## config.mk

```make
export PLATFORM = sky130hd
export DESIGN_NAME = sram_frame_arbiter
export DESIGN_NICKNAME = d
export VERILOG_FILES = /design/src/rtl/sram_frame_arbiter.sv
export SDC_FILE = /design/constraint.sdc
export NUM_CORES = 1
export LEC_CHECK = 0
export CORE_UTILIZATION = 30
export CTS_CLUSTER_SIZE = 8
export DETAILED_ROUTE_END_ITERATION = 10
export DONT_BUFFER_PORTS = 1
export PLACE_DENSITY = 0.43
export RECOVER_POWER = 100
export SKIP_LAST_GASP = 1
export SLEW_MARGIN = 30
export SYNTH_ARGS = -nofsm -noshare
export SYNTH_HDL_FRONTEND = slang
export SYNTH_SLANG_ARGS = --single-unit
```

## constraint.sdc

```tcl
create_clock -name i_AUD_BCLK -period 2 [get_ports i_AUD_BCLK]
set_input_delay 0.4 -clock i_AUD_BCLK [delete_from_list [all_inputs] [get_ports i_AUD_BCLK]]
set_output_delay 0.4 -clock i_AUD_BCLK [all_outputs]
set_load 0.005 [all_outputs]
```

## src/rtl/sram_frame_arbiter.sv

```systemverilog
// Time-division owner of the shared external async SRAM: each audio frame opens slot A
// (delay effect) then slot B (looper); the owner issues single accesses sequenced here.
module sram_frame_arbiter #(
  parameter int ADDR_W       = 20,
  parameter int DATA_W       = 16,
  parameter int SLOT_TIMEOUT = 12
) (
  input  logic              i_AUD_BCLK,
  input  logic              i_rst_n,
  input  logic              i_frame_start,
  input  logic              i_clr_overrun,
  input  logic              i_a_req,
  input  logic              i_a_we,
  input  logic [ADDR_W-1:0] i_a_addr,
  input  logic [DATA_W-1:0] i_a_wdata,
  input  logic              i_a_done,
  input  logic              i_b_req,
  input  logic              i_b_we,
  input  logic [ADDR_W-1:0] i_b_addr,
  input  logic [DATA_W-1:0] i_b_wdata,
  input  logic              i_b_done,
  output logic              o_a_grant,
  output logic              o_b_grant,
  output logic              o_a_ack,
  output logic              o_b_ack,
  output logic [DATA_W-1:0] o_a_rdata,
  output logic [DATA_W-1:0] o_b_rdata,
  output logic [ADDR_W-1:0] o_sram_addr,
  output logic              o_sram_we_n,
  output logic [DATA_W-1:0] o_sram_wdata,
  output logic              o_sram_dq_oe,
  input  logic [DATA_W-1:0] i_sram_rdata,
  output logic              o_busy,
  output logic              o_overrun,
  output logic              o_timeout
);

  typedef enum logic [1:0] {
    SLOT_IDLE = 2'd0,
    SLOT_A    = 2'd1,
    SLOT_B    = 2'd2
  } slot_e;

  typedef enum logic [1:0] {
    PH_WAIT  = 2'd0,
    PH_SETUP = 2'd1,
    PH_HOLD  = 2'd2
  } phase_e;

  localparam int CNT_W = $clog2(SLOT_TIMEOUT + 1);
  localparam logic [CNT_W-1:0] CNT_MAX  = CNT_W'(SLOT_TIMEOUT);
  // cnt_q holds cycles already spent in the slot, so the current cycle is the last one
  // allowed when cnt_q reaches SLOT_TIMEOUT-1.
  localparam logic [CNT_W-1:0] CNT_LAST = CNT_W'(SLOT_TIMEOUT - 1);

  slot_e             slot_q, slot_d;
  phase_e            phase_q, phase_d;
  logic [CNT_W-1:0]  cnt_q, cnt_d;
  logic              pend_q, pend_d;
  logic              done_lat_q, done_lat_d;
  logic              overrun_q, overrun_d;
  logic              timeout_q, timeout_d;
  logic              lat_we_q, lat_we_d;
  logic [ADDR_W-1:0] lat_addr_q, lat_addr_d;
  logic [DATA_W-1:0] lat_wdata_q, lat_wdata_d;

  logic [1:0]        req_v;
  logic [1:0]        we_v;
  logic [1:0]        done_v;
  logic [ADDR_W-1:0] addr_v [2];
  logic [DATA_W-1:0] wdata_v [2];
  logic [1:0]        ack_v;
  logic [DATA_W-1:0] rdata_v [2];

  logic in_slot;
  logic own_idx;
  logic own_req;
  logic own_done;
  logic in_access;
  logic hold_end;
  logic fs_busy;
  logic expire;
  logic handover;
  logic timeout_set;

  assign req_v      = {i_b_req, i_a_req};
  assign we_v       = {i_b_we, i_a_we};
  assign done_v     = {i_b_done, i_a_done};
  assign addr_v[0]  = i_a_addr;
  assign addr_v[1]  = i_b_addr;
  assign wdata_v[0] = i_a_wdata;
  assign wdata_v[1] = i_b_wdata;

  assign in_slot   = (slot_q == SLOT_A) || (slot_q == SLOT_B);
  assign own_idx   = (slot_q == SLOT_B);
  assign own_req   = in_slot && req_v[own_idx];
  assign own_done  = in_slot && done_v[own_idx];
  assign in_access = in_slot && (phase_q != PH_WAIT);
  assign hold_end  = in_slot && (phase_q == PH_HOLD);
  assign fs_busy   = i_frame_start && in_slot;
  assign expire    = in_slot && (phase_q == PH_WAIT) && (cnt_q >= CNT_LAST);

  always_comb begin
    slot_d      = slot_q;
    phase_d     = phase_q;
    cnt_d       = cnt_q;
    pend_d      = pend_q;
    done_lat_d  = done_lat_q;
    lat_we_d    = lat_we_q;
    lat_addr_d  = lat_addr_q;
    lat_wdata_d = lat_wdata_q;
    handover    = 1'b0;
    timeout_set = 1'b0;

    // A second frame_start while one is already pending simply re-sets the same flag.
    if (fs_busy) begin
      pend_d = 1'b1;
    end

    case (slot_q)
      SLOT_IDLE: begin
        phase_d    = PH_WAIT;
        cnt_d      = '0;
        done_lat_d = 1'b0;
        if (i_frame_start || pend_q) begin
          slot_d = SLOT_A;
          pend_d = 1'b0;
        end
      end
      SLOT_A, SLOT_B: begin
        if (cnt_q != CNT_MAX) begin
          cnt_d = cnt_q + 1'b1;
        end
        case (phase_q)
          PH_WAIT: begin
            if (done_lat_q || expire) begin
              handover    = 1'b1;
              timeout_set = expire && !done_lat_q && !(own_done && !own_req);
            end else if (own_req) begin
              phase_d     = PH_SETUP;
              lat_we_d    = we_v[own_idx];
              lat_addr_d  = addr_v[own_idx];
              lat_wdata_d = wdata_v[own_idx];
              done_lat_d  = own_done;
            end else if (own_done) begin
              handover = 1'b1;
            end
          end
          PH_SETUP: begin
            phase_d = PH_HOLD;
            if (own_done) begin
              done_lat_d = 1'b1;
            end
          end
          PH_HOLD: begin
            phase_d = PH_WAIT;
            if (own_done) begin
              done_lat_d = 1'b1;
            end
          end
          default: begin
            phase_d = PH_WAIT;
          end
        endcase
        if (handover) begin
          phase_d    = PH_WAIT;
          cnt_d      = '0;
          done_lat_d = 1'b0;
          slot_d     = (slot_q == SLOT_A) ? SLOT_B : SLOT_IDLE;
        end
      end
      default: begin
        slot_d     = SLOT_IDLE;
        phase_d    = PH_WAIT;
        cnt_d      = '0;
        done_lat_d = 1'b0;
      end
    endcase

    overrun_d = fs_busy     ? 1'b1 : (i_clr_overrun ? 1'b0 : overrun_q);
    timeout_d = timeout_set ? 1'b1 : (i_clr_overrun ? 1'b0 : timeout_q);
  end

  always_ff @(posedge i_AUD_BCLK or negedge i_rst_n) begin
    if (!i_rst_n) begin
      slot_q      <= SLOT_IDLE;
      phase_q     <= PH_WAIT;
      cnt_q       <= '0;
      pend_q      <= 1'b0;
      done_lat_q  <= 1'b0;
      overrun_q   <= 1'b0;
      timeout_q   <= 1'b0;
      lat_we_q    <= 1'b0;
      lat_addr_q  <= '0;
      lat_wdata_q <= '0;
    end else begin
      slot_q      <= slot_d;
      phase_q     <= phase_d;
      cnt_q       <= cnt_d;
      pend_q      <= pend_d;
      done_lat_q  <= done_lat_d;
      overrun_q   <= overrun_d;
      timeout_q   <= timeout_d;
      lat_we_q    <= lat_we_d;
      lat_addr_q  <= lat_addr_d;
      lat_wdata_q <= lat_wdata_d;
    end
  end

  // Per-port ack pulse and read-data holding register; a port's rdata only moves on its own read.
  genvar gi;
  generate
    for (gi = 0; gi < 2; gi++) begin : g_port
      logic              mine;
      logic              ack_q, ack_d;
      logic [DATA_W-1:0] rdata_q, rdata_d;

      assign mine = hold_end && (own_idx == 1'(gi));

      always_comb begin
        ack_d   = mine;
        rdata_d = rdata_q;
        if (mine && !lat_we_q) begin
          rdata_d = i_sram_rdata;
        end
      end

      always_ff @(posedge i_AUD_BCLK or negedge i_rst_n) begin
        if (!i_rst_n) begin
          ack_q   <= 1'b0;
          rdata_q <= '0;
        end else begin
          ack_q   <= ack_d;
          rdata_q <= rdata_d;
        end
      end

      assign ack_v[gi]   = ack_q;
      assign rdata_v[gi] = rdata_q;
    end
  endgenerate

  assign o_a_grant = (slot_q == SLOT_A);
  assign o_b_grant = (slot_q == SLOT_B);
  assign o_a_ack   = ack_v[0];
  assign o_b_ack   = ack_v[1];
  assign o_a_rdata = rdata_v[0];
  assign o_b_rdata = rdata_v[1];
  assign o_busy    = in_slot;
  assign o_overrun = overrun_q;
  assign o_timeout = timeout_q;

  // Pins are decoded straight from registered state so an async reset releases WE_N/DQ at once.
  assign o_sram_addr  = in_access ? lat_addr_q  : '0;
  assign o_sram_wdata = in_access ? lat_wdata_q : '0;
  assign o_sram_dq_oe = in_access && lat_we_q;
  assign o_sram_we_n  = ~(in_slot && (phase_q == PH_SETUP) && lat_we_q);

endmodule

```

---- After elaboration in Yosys (flattened, before gate mapping) ----
Index checks and enable logic that the tools add are counted.
operators by class
  $add $sub $neg .......................... 1
  order comparisons ....................... 3
  eq/ne operators ......................... 12
  muxes and demuxes ....................... 46
  bitwise logic cells ..................... 4
  reduce and logical (&&, ||, !) cells .... 35
operator list
  operator               number
  $mux W20               4
  $mux W16               4
  $mux W1                25
  $ne A4 B4 Y1 const B   5
  $logic_and A1 B1 Y1    17
  $mux W2                7
  $mux W4                3
  $pmux W2 S2            2
  $reduce_and A4 Y1      2
  $reduce_bool A2 Y1     3
  $add A4 B1 Y4 const B  1
  $eq A2 B1 Y1 const B   2
  $eq A2 B2 Y1 const B   2
  $ge A4 B4 Y1 const B   1
  $logic_not A1 Y1       4
  $logic_not A2 Y1       2
  $ne A2 B2 Y1 const B   2
  $reduce_and A2 Y1      2
  $reduce_or A2 Y1       2
  $logic_or A1 B1 Y1     3
  $ne A3 B3 Y1 const B   1
  $not A1 Y1             3
  $ge A2 B2 Y1 const B   1
  $lt A1 B2 Y1 const B   1
  2 further kinds        2
word-level totals
  register bits ........................... 83
  input bits .............................. 98
  output and inout bits ................... 77
  word-level logic and storage cells ...... 115

---- Depth between registers and ports, before layout ----
Gate-level depths: netlist (run 1).
  depth after elaboration ................. 12
  gate-level depth with buffers ........... 9
  depth with buffers taken out ............ 6

---- Worst setup path before layout (run 1) ----
No wires, ideal clock.
  path type ............................... register to output
  from .................................... register slot_q[0]
  to ...................................... output o_sram_addr[0]
  arrival ................................. 1512 ps
  required time ........................... 1600 ps
  slack ................................... 88 ps
  cell stages (with the launch flop) ...... 7
  buffers on the path ..................... 2
  path through ............................ dfrtp_1 -> inv_1 -> ha_1 -> and2b_1 -> clkbuf_1 -> clkbuf_1 -> and2_1
on the way
  word-level cells in the longest chain between the ends .. 4
  elaborated cells between the ends (all ways) .. 5
  those cells by class .................... eq/ne (2); mux (1); reduce/logical (2)
RTL lines
  what                                                 RTL line  RTL
  start, declared                                      56        slot_e slot_q, slot_d;
  start signal, assigned                               197       slot_q <= slot_d;
  $eq A2 B1 Y1 / $eq A2 B2 Y1 (equally long branches)  94        assign in_slot = (slot_q == SLOT_A) || (slot_q == SLOT_B);
  $logic_or A1 B1 Y1 *                                 94
  named net o_busy                                     33        output logic o_busy,
  $logic_and A1 B1 Y1 *                                98        assign in_access = in_slot && (phase_q != PH_WAIT);
  $mux W20 *                                           254       assign o_sram_addr = in_access ? lat_addr_q : '0;
  end, declared                                        28        output logic [ADDR_W-1:0] o_sram_addr,
Mark *: on every way through the listed nets, which the timed path passes. The rest lies on a longest branch.

---- Final worst setup path (run 1) ----
  from .................................... register slot_q[0]
  to ...................................... output o_sram_wdata[6]
on the way
  word-level cells in the longest chain between the ends .. 4
  elaborated cells between the ends (all ways) .. 5
  those cells by class .................... eq/ne (2); mux (1); reduce/logical (2)
RTL lines
  what                                                 RTL line  RTL
  $eq A2 B1 Y1 / $eq A2 B2 Y1 (equally long branches)  94
  $logic_or A1 B1 Y1 *                                 94
  $logic_and A1 B1 Y1 *                                98
  $mux W16 *                                           255       assign o_sram_wdata = in_access ? lat_wdata_q : '0;
  end, declared                                        30        output logic [DATA_W-1:0] o_sram_wdata,
Mark *: on every way between the ends. The rest lies on a longest branch, timed or not.

==> impl_metrics.tcl, run 1 <==
set metrics [dict create \
    r2r_end "lat_addr_q[19]" \
    drc_errors 0 \
    avgRoutedWirePerCell_um 18.02 \
    synthXorXnorAreaFrac_pct 0.2095 \
    whs_ns -0.2525 \
    cp_max_fo 7 \
    max_freq_ghz 0.4942 \
    violations "hold timing, setup timing" \
    rr_startpoint "slot_q[0]" \
    synth_top_area_share_pct 49.69 \
    powerDensity_nw_per_um2 1642 \
    timing.final.ws_setup_ns -0.02353 \
    yosys-mux-area-fraction_pct 19.25 \
    p_leak_nw 2.144 \
    ys_seq_area_share_pct 49.69 \
    multi_input_area_um2 1916 \
    io_pins 175 \
    synth.most_common_cell "dfrtp_1" \
    design_area_um2 4858 \
    cts_tree "done" \
    synth_top_area_cell "dfrtp_1" \
    ant_nets 0 \
    globalplace.congestion 0.7131 \
    fin_tns_setup_ns -0.2035 \
    worst_ir_drop_vdd_v 0.0006364 \
    track_usage_pct 14.11 \
    yosys_warnings 0 \
    rsz0062_at_grt "true" \
    synth_compound_area_share_pct 9.668 \
    numPortBuffers 0 \
    start_util_pct 31.20 \
    overflow 0 \
    cp-end-kind "output pin" \
    relSlewSlack_pct 71.37 \
    initialDrtViolationCount 103 \
    seqCellArea_um2 2077 \
    grt_pass1_vias 2791 \
    dieHeight_um 120.0 \
    ys.flop_type "dfrtp_1" \
    synthCells 356 \
    clockRootBuffer "clkbuf_16" \
    fill_cells 1323 \
    antenna_cells 0 \
    yosys.area_share.simple_pct 13.32 \
    drv_slew 0 \
    rr_worst_depth 8 \
    synth_top_family_by_area "multiplexers" \
    cts_made_buffers 9 \
    vias 2680 \
    critPathKind "flop to output pin" \
    dr.pass1.iters 4 \
    pre_cts_ws_ns 0.06432 \
    clock-sinks 83 \
    crit_required_ns 1.60 \
    p_total_mw 7.979 \
    synth_area_per_cell_um2 11.74 \
    drt_wl_total_um 9894 \
    htree_num_levels 3 \
    critPathLaunchType "flop" \
    status "finished with violations" \
    viasPerCell 4.882 \
    finalCritPeriodShare_pct 101.2 \
    synthesis.nets 464 \
    nets 477 \
    synth_commonest_cells "83 x dfrtp_1, 44 x nand2_1, 38 x mux2i_1" \
    dp.cells 521 \
    setup_viol 19 \
    maxCapViolations 0 \
    synth_cell_type_count 40 \
    clockBufferDepth 2 \
    finClkSkew_ns 0.007447 \
    worst_slew_pin_slew_ns 0.4295 \
    synth_area_leaders "dfrtp_1 50%, mux2i_1 9.1%, mux2_2 6.2%, and2_1 5.5%, o21ai_2 4.2%" \
    hpwl_um 6607 \
    drive_above_1_share_pct 28.42 \
    die_x_um 120.0 \
    area_growth_pct 16.22 \
    grt_max_degree 84 \
    coreArea_um2 13400 \
    cp.arrival_ns 1.62 \
    place_area_um2 4387 \
    r2r_slack_ns 0.04 \
    mappedNetlistArea_um2 4180 \
    clk_pin_slew_ns 0.07 \
    clock_latency_ns 0.34 \
    layoutNonFillerInstCount 549 \
    synthAdderAreaFrac_pct 2.993 \
    rows 42 \
    holdCritPathClass "input port to async pin" \
    final_hold_viol_count 83 \
    grt_pass1_wl_um 15130 \
    die_area_um2 14410 \
    antenna_found_initial 0 \
    min_period_ns 2.024 \
    synth_edf_count 0 \
    synth_seq_cells 83 \
    fin_util_pct 36.26 \
    async_flop_share_pct 100.0 \
]
==> layout make-up <==
| cell class | count | share of cell area [%] |
|---|---|---|
| clock buffer | 9 | 4.636 |
| clock inverter | 6 | 2.833 |
| timing repair buffer | 23 | 5.048 |
| sequential | 83 | 42.75 |
| multi-input combinational | 242 | 39.43 |
| tap | 176 | 4.533 |
| inverter | 10 | 0.7726 |
==> sequential cells by signal, summed over array words and instances, names as in the netlist <==
signal,cells
done_lat_q,1
o_overrun,1
pend_q,1
o_timeout,1
lat_we_q,1
o_a_ack,1
o_b_ack,1
lat_wdata_q,16
lat_addr_q,20
slot_q,2
phase_q,2
o_a_rdata,16
cnt_q,4
o_b_rdata,16
==> layer usage <==
| layer | track usage [%] | up-vias | wire (um) |
|---|---|---|---|
| met5 | 0 | - | 0 |
| met4 | 5.938 | 0 | 159 |
| met3 | 5.703 | 11 | 941 |
| met2 | 21.95 | 142 | 4579 |
| met1 | 17.15 | 1283 | 4214 |
| li1 | - | 1244 | - |
==> worst max-delay path, stage by stage (launching register included) <==
cell       delay, ns
dfrtp_1         0.37
inv_2           0.06
ha_4            0.26
and2b_4         0.25
clkbuf_16       0.18
and2_1          0.15
==> repair_timing <==
| item | CTS | global route |
|---|---|---|
| setup endpoints to repair | 37 | 72 |
| gates cloned | 1 | 2 |
| pin swaps | 0 | 7 |
| setup buffers | 7 | 3 |
| hold endpoints to repair | 83 | 83 |
| resized for setup | 9 | 13 |
==> cells in the final DEF, fill, tap and decap left out, drive strengths merged, types with 2 or more instances in the layout <==
cell type	Yosys	layout
nand2	44	44
bufinv	0	4
inv	10	11
and2	38	38
a21oi	2	2
clkbuf	5	15
a31oi	2	2
mux2	34	34
buf	16	17
nand2b	2	2
o21ai	40	40
nor2	8	8
nand3	4	4
dfrtp	83	83
nor3	4	4
ha	10	10
mux2i	38	38
==> report_power, final <==
part	switching (mW)	internal [mW]	leakage, nW
sequential	0.500	2.45	1.03
clock	0.700	1.35	0.176
combinational	1.55	1.44	0.940
==> how the worst max path moves through the flow <==
stage | start | end | cells after the start | slack [ns]
2_1_floorplan | slot_q[0] | o_sram_addr[0] | 6 | 0.09
3_3_place_gp | slot_q[0] | lat_wdata_q[7] | 7 | 0.07
3_5_place_dp | slot_q[0] | lat_addr_q[10] | 7 | 0.06
4_1_cts | phase_q[1] | o_sram_addr[19] | 5 | -0.05
5_1_grt | slot_q[0] | o_sram_wdata[6] | 5 | -0.11
6_report | slot_q[0] | o_sram_wdata[6] | 5 | -0.02
==> logic make-up after synthesis <==
group                    Yosys count
AND/OR/NAND/NOR                  107
flip-flops                        83
multiplexers                      72
AO/OA/AOI/OAI                     52
buffers and inverters             31
adder cells (fa/ha/maj)           10
XOR/XNOR                           1
No activity file was read; power rests on OpenSTA's default activity.
==> inputs of run 2 (changes only) <==
--- a/config.mk
+++ b/config.mk
@@ -5,12 +5,14 @@
 export SDC_FILE = /design/constraint.sdc
 export NUM_CORES = 1
 export LEC_CHECK = 0
+export ABC_CLOCK_PERIOD_IN_PS = 2000
 export CORE_UTILIZATION = 30
 export CTS_CLUSTER_SIZE = 8
 export DETAILED_ROUTE_END_ITERATION = 10
 export DONT_BUFFER_PORTS = 1
 export PLACE_DENSITY = 0.43
 export RECOVER_POWER = 100
+export REMOVE_ABC_BUFFERS = 1
 export SKIP_LAST_GASP = 1
 export SLEW_MARGIN = 30
 export SYNTH_ARGS = -nofsm -noshare
==> run 2 against run 1 <==
Against the previous run:
- fmax is 2.4% lower
- largest power group unchanged
- sequential power about the same
- critical path depth did not move
- clock skew down 0.0035 ns
- first-iteration DRC count grew 0.97%
- highest routed layer unchanged
- the run still ends with hold timing, setup timing left
==> impl_metrics.tcl, run 2 (same netlist as run 1, synthesis figures left out) <==
set metrics [dict create \
    status "finished with violations" \
    violations "hold timing, setup timing" \
    worst_ir_drop_vdd_v 0.0005351 \
    maxCapViolations 0 \
    drc_errors 0 \
    powerDensity_nw_per_um2 1601 \
    whs_ns -0.2505 \
    fin_util_pct 36.09 \
    die_x_um 120.0 \
    critPathKind "flop to output pin" \
    worst_slew_pin_slew_ns 0.3853 \
    cts_made_buffers 9 \
    finalCritPeriodShare_pct 103.7 \
    crit_required_ns 1.60 \
    cp_max_fo 6 \
    clock_latency_ns 0.34 \
    p_leak_nw 2.121 \
    coreArea_um2 13400 \
    clockRootBuffer "clkbuf_16" \
    crit_buf_inv 2 \
    layout_common_cells "83 x dfrtp_1, 44 x nand2_1, 38 x mux2i_1" \
    finClkSkew_ns 0.003901 \
    io_pins 175 \
    rows 42 \
    rr_worst_depth 8 \
    rsz0062_at_grt "true" \
    drt_wl_total_um 9938 \
    clockBufferDepth 2 \
    worst_path_largest_cell_delay_ns 0.35 \
    final_hold_viol_count 83 \
    r2r_end "slot_q[0]" \
    hpwl_um 5990 \
    largest_register_ffs 20 \
    dp.cells 521 \
    r2r_slack_ns 0.01 \
    cp.arrival_ns 1.67 \
    overflow 0 \
    area_growth_pct 15.68 \
    htree_num_levels 3 \
    crit_slowest_cell "dfrtp_1" \
    rr_startpoint "slot_q[0]" \
    p_total_mw 7.741 \
    pre_cts_ws_ns 0.03463 \
    antenna_cells 0 \
    layoutNonFillerInstCount 555 \
    dr.pass1.iters 4 \
    start_util_pct 31.20 \
    grt_pass1_vias 2696 \
    holdCritPathClass "input port to async pin" \
    max_freq_ghz 0.4823 \
    drive_above_1_share_pct 30.87 \
    clk_pin_slew_ns 0.06 \
    setup_viol 37 \
    drv_slew 0 \
    globalplace.congestion 0.7135 \
    ant_nets 0 \
    clock-sinks 83 \
    numPortBuffers 0 \
    dieHeight_um 120.0 \
    timing.final.ws_setup_ns -0.07327 \
    cts_tree "done" \
    nets 482 \
    vias 2654 \
    cp_top_family "simple AND/OR/NAND/NOR gates" \
    initialDrtViolationCount 104 \
    die_area_um2 14410 \
    relSlewSlack_pct 74.31 \
    layout_commonest_cell "dfrtp_1" \
    min_period_ns 2.073 \
    avgRoutedWirePerCell_um 17.91 \
    crit_cells 5 \
    track_usage_pct 13.38 \
    viasPerCell 4.782 \
    grt_max_degree 84 \
    top_register "lat_addr_q" \
    antenna_found_initial 0 \
    grt_pass1_wl_um 14430 \
    cp-end-kind "output pin" \
    critPathLaunchType "flop" \
    path_cells "inv_1, ha_4, and2b_4, clkbuf_16, and2_4" \
]
[run 2: final cells by class]
type                       count  area [um^2]
sequential                    83         2077
multi-input combinational    242         1904
fill                        1359         8564
clock inverter                 7        76.32
timing repair buffer          28        295.3
tap                          176        220.2
inverter                      10        37.54
clock buffer                   9        225.2
[run 2: layer usage]
layer  GRT usage [%]  vias to the layer above  part of all wire [%]
li1                -                     1255                     -
met1           15.86                     1264                    43
met2           21.01                      123                    47
met3           5.703                       12                   8.6
met4           5.781                        0                   1.6
met5               0                        -                     0
[run 2: where the power goes]
group	internal [mW]	switching, mW	leakage [nW]
clock	0.976	0.711	0.142
sequential	2.45	0.483	1.03
combinational	1.50	1.63	0.950
[run 2: how the worst max path moves through the flow]
| stage | start | endpoint | slack (ns) |
|---|---|---|---|
| 6_report | slot_q[1] | o_sram_addr[15] | -0.07 |
| 5_1_grt | phase_q[0] | o_sram_addr[19] | -0.14 |
| 4_1_cts | slot_q[0] | o_sram_addr[15] | -0.08 |
| 3_5_place_dp | slot_q[0] | lat_addr_q[10] | 0.03 |
| 3_3_place_gp | slot_q[1] | slot_q[1] | 0.13 |
| 2_1_floorplan | slot_q[0] | lat_addr_q[11] | -2.95 |
[run 2: metrics by stage]
step                      setup TNS (ns)  instance area [um^2]
after floorplan                  -154.24                  4014
after global placement                 0                  4374
after detailed placement               0                  4374
after CTS                         -1.837                  4836
after global routing              -6.055                  4836
final                             -1.997                  4836
[run 2: worst reg2reg max path, delay by kind of cell (launching register included)]
| family | cells | cell delay [ns] |
|---|---|---|
| adder cells (fa/ha/maj) | 1 | 0.23 |
| flip-flops | 1 | 0.40 |
| AND/OR/NAND/NOR | 1 | 0.09 |
| buffers and inverters | 3 | 0.39 |
| AO/OA/AOI/OAI | 3 | 0.77 |
[run 2: what timing repair did]
| item | CTS | global route |
|---|---|---|
| pin swaps | 4 | 15 |
| endpoints found under the setup margin | 37 | 72 |
| buffers inserted | 8 | 3 |
| resized for setup | 19 | 18 |
| hold endpoints to repair | 83 | 83 |
| gates cloned | 2 | 5 |
==> inputs of run 3 (changes only) <==
--- a/config.mk
+++ b/config.mk
@@ -13,6 +13,7 @@
 export PLACE_DENSITY = 0.43
 export RECOVER_POWER = 100
 export REMOVE_ABC_BUFFERS = 1
+export SKIP_CTS_REPAIR_TIMING = 1
 export SKIP_LAST_GASP = 1
 export SLEW_MARGIN = 30
 export SYNTH_ARGS = -nofsm -noshare
==> run 3 against run 2 <==
Against the previous run:
- the run still ends with hold timing, setup timing left
- highest routed layer unchanged
- critical endpoint is now o_sram_addr[19]
- fmax increased by 0.30%
- count of clock-buffer cells in the layout unchanged
- design area decreased by 2.5%
==> impl_metrics.tcl, run 3 (same netlist as run 1, synthesis figures left out) <==
set metrics [dict create \
    status "finished with violations" \
    violations "hold timing, setup timing" \
    ant_nets 0 \
    dr.pass1.iters 4 \
    worst_path_largest_cell_delay_ns 0.38 \
    io_pins 175 \
    relSlewSlack_pct 71.73 \
    powerDensity_nw_per_um2 1580 \
    path_cells "inv_2, ha_4, and2b_4, buf_12, and2_1" \
    whs_ns -0.2519 \
    pre_cts_ws_ns 0.03463 \
    layout_common_cells "82 x dfrtp_1, 44 x nand2_1, 38 x mux2i_1" \
    globalplace.congestion 0.7135 \
    initialDrtViolationCount 112 \
    top_register "lat_addr_q" \
    final_hold_viol_count 83 \
    design_area_um2 4715 \
    grt_pass1_wl_um 13720 \
    antenna_found_initial 0 \
    dieHeight_um 120.0 \
    avgRoutedWirePerCell_um 16.60 \
    rows 42 \
    cts_tree "done" \
    drv_slew 0 \
    start_util_pct 31.20 \
    largest_register_ffs 20 \
    fin_util_pct 35.18 \
    rsz0062_at_grt "true" \
    worst_slew_pin_slew_ns 0.4240 \
    cp-end-kind "output pin" \
    rr_worst_depth 6 \
    worst_ir_drop_vdd_v 0.0006924 \
    overflow 0 \
    p_total_mw 7.448 \
    layout_commonest_cell "dfrtp_1" \
    p_leak_nw 2.052 \
    crit_slowest_cell "dfrtp_1" \
    min_period_ns 2.067 \
    fin_tns_setup_ns -1.562 \
    dp.cells 521 \
    track_usage_pct 12.60 \
    crit_required_ns 1.60 \
    place_area_um2 4374 \
    coreArea_um2 13400 \
    numPortBuffers 0 \
    finClkSkew_ns 0.004953 \
    grt_max_degree 84 \
    cts_made_buffers 9 \
    drive_above_1_share_pct 26.83 \
    viasPerCell 4.694 \
    clk_pin_slew_ns 0.06 \
    maxCapViolations 0 \
    cp_max_fo 20 \
    cp.arrival_ns 1.67 \
    vias 2558 \
    clock_latency_ns 0.34 \
    clockBufferDepth 2 \
    critPathKind "flop to output pin" \
    nets 472 \
    fill_cells 1356 \
    max_freq_ghz 0.4838 \
    hpwl_um 5990 \
    holdCritPathClass "input port to async pin" \
    die_area_um2 14410 \
    clock-sinks 83 \
    grt_pass1_vias 2623 \
    drc_errors 0 \
    area_growth_pct 12.78 \
    clockRootBuffer "clkbuf_16" \
    layoutNonFillerInstCount 545 \
    antenna_cells 0 \
    drt_wl_total_um 9045 \
    die_x_um 120.0 \
    critPathLaunchType "flop" \
    htree_num_levels 3 \
    finalCritPeriodShare_pct 103.4 \
    timing.final.ws_setup_ns -0.06710 \
    setup_viol 36 \
]
## run 3: cell count changes in the layout (fill, tap and decap cells not counted), moves of 2 or more
| cell | before | now |
|---|---|---|
| and2_1 | 19 | 32 |
| and2_4 | 19 | 6 |
| buf_16 | 2 | 0 |
| buf_4 | 11 | 8 |
| clkbuf_2 | 3 | 1 |
| clkbuf_4 | 3 | 1 |
| mux2_1 | 9 | 7 |
| mux2_4 | 2 | 4 |
## run 3: final cells by class
type	count	area, um^2	area share [%]
Clock buffer	9	225.2	4.777
Clock inverter	7	76.32	1.619
Inverter	10	37.54	0.7962
Multi-Input combinational cell	242	1894	40.18
Sequential cell	83	2078	44.08
Tap cell	176	220.2	4.671
Timing Repair Buffer	18	182.7	3.875
## run 3: power by group
group	leakage (nW)	internal (mW)	switching, mW
combinational	0.882	1.35	1.49
clock	0.142	0.976	0.709
sequential	1.03	2.45	0.475
total	2.05	4.77	2.68
## run 3: per-layer routing
layer  global-route usage, %  up-vias  wire length (um)
li1                        -     1235                 -
met1                   15.23     1186              3901
met2                   19.11      125              4106
met3                   5.703       12               884
met4                   5.625        0               153
met5                       0        -                 0
## run 3: critical path: cells and delay by family (launching register included)
| kind | cells | cell delay (ns) |
|---|---|---|
| and+or+nand+nor | 2 | 0.41 |
| DFF | 1 | 0.38 |
| adders and majority gates | 1 | 0.30 |
| buffers and inverters | 2 | 0.24 |
## run 3: path summary, 6_finish.rpt
kind                                       start               to  slack (ns)
worst min-delay path                     i_rst_n           pend_q       -0.25
max in group asynchronous                i_rst_n  lat_wdata_q[15]        2.14
min in group i_AUD_BCLK         i_sram_rdata[14]    o_b_rdata[14]        0.19
worst max-delay path                   slot_q[1]  o_sram_addr[19]       -0.07
worst max register to register        phase_q[1]     o_b_rdata[3]        0.12
worst min register to register    lat_wdata_q[4]   lat_wdata_q[4]        0.47
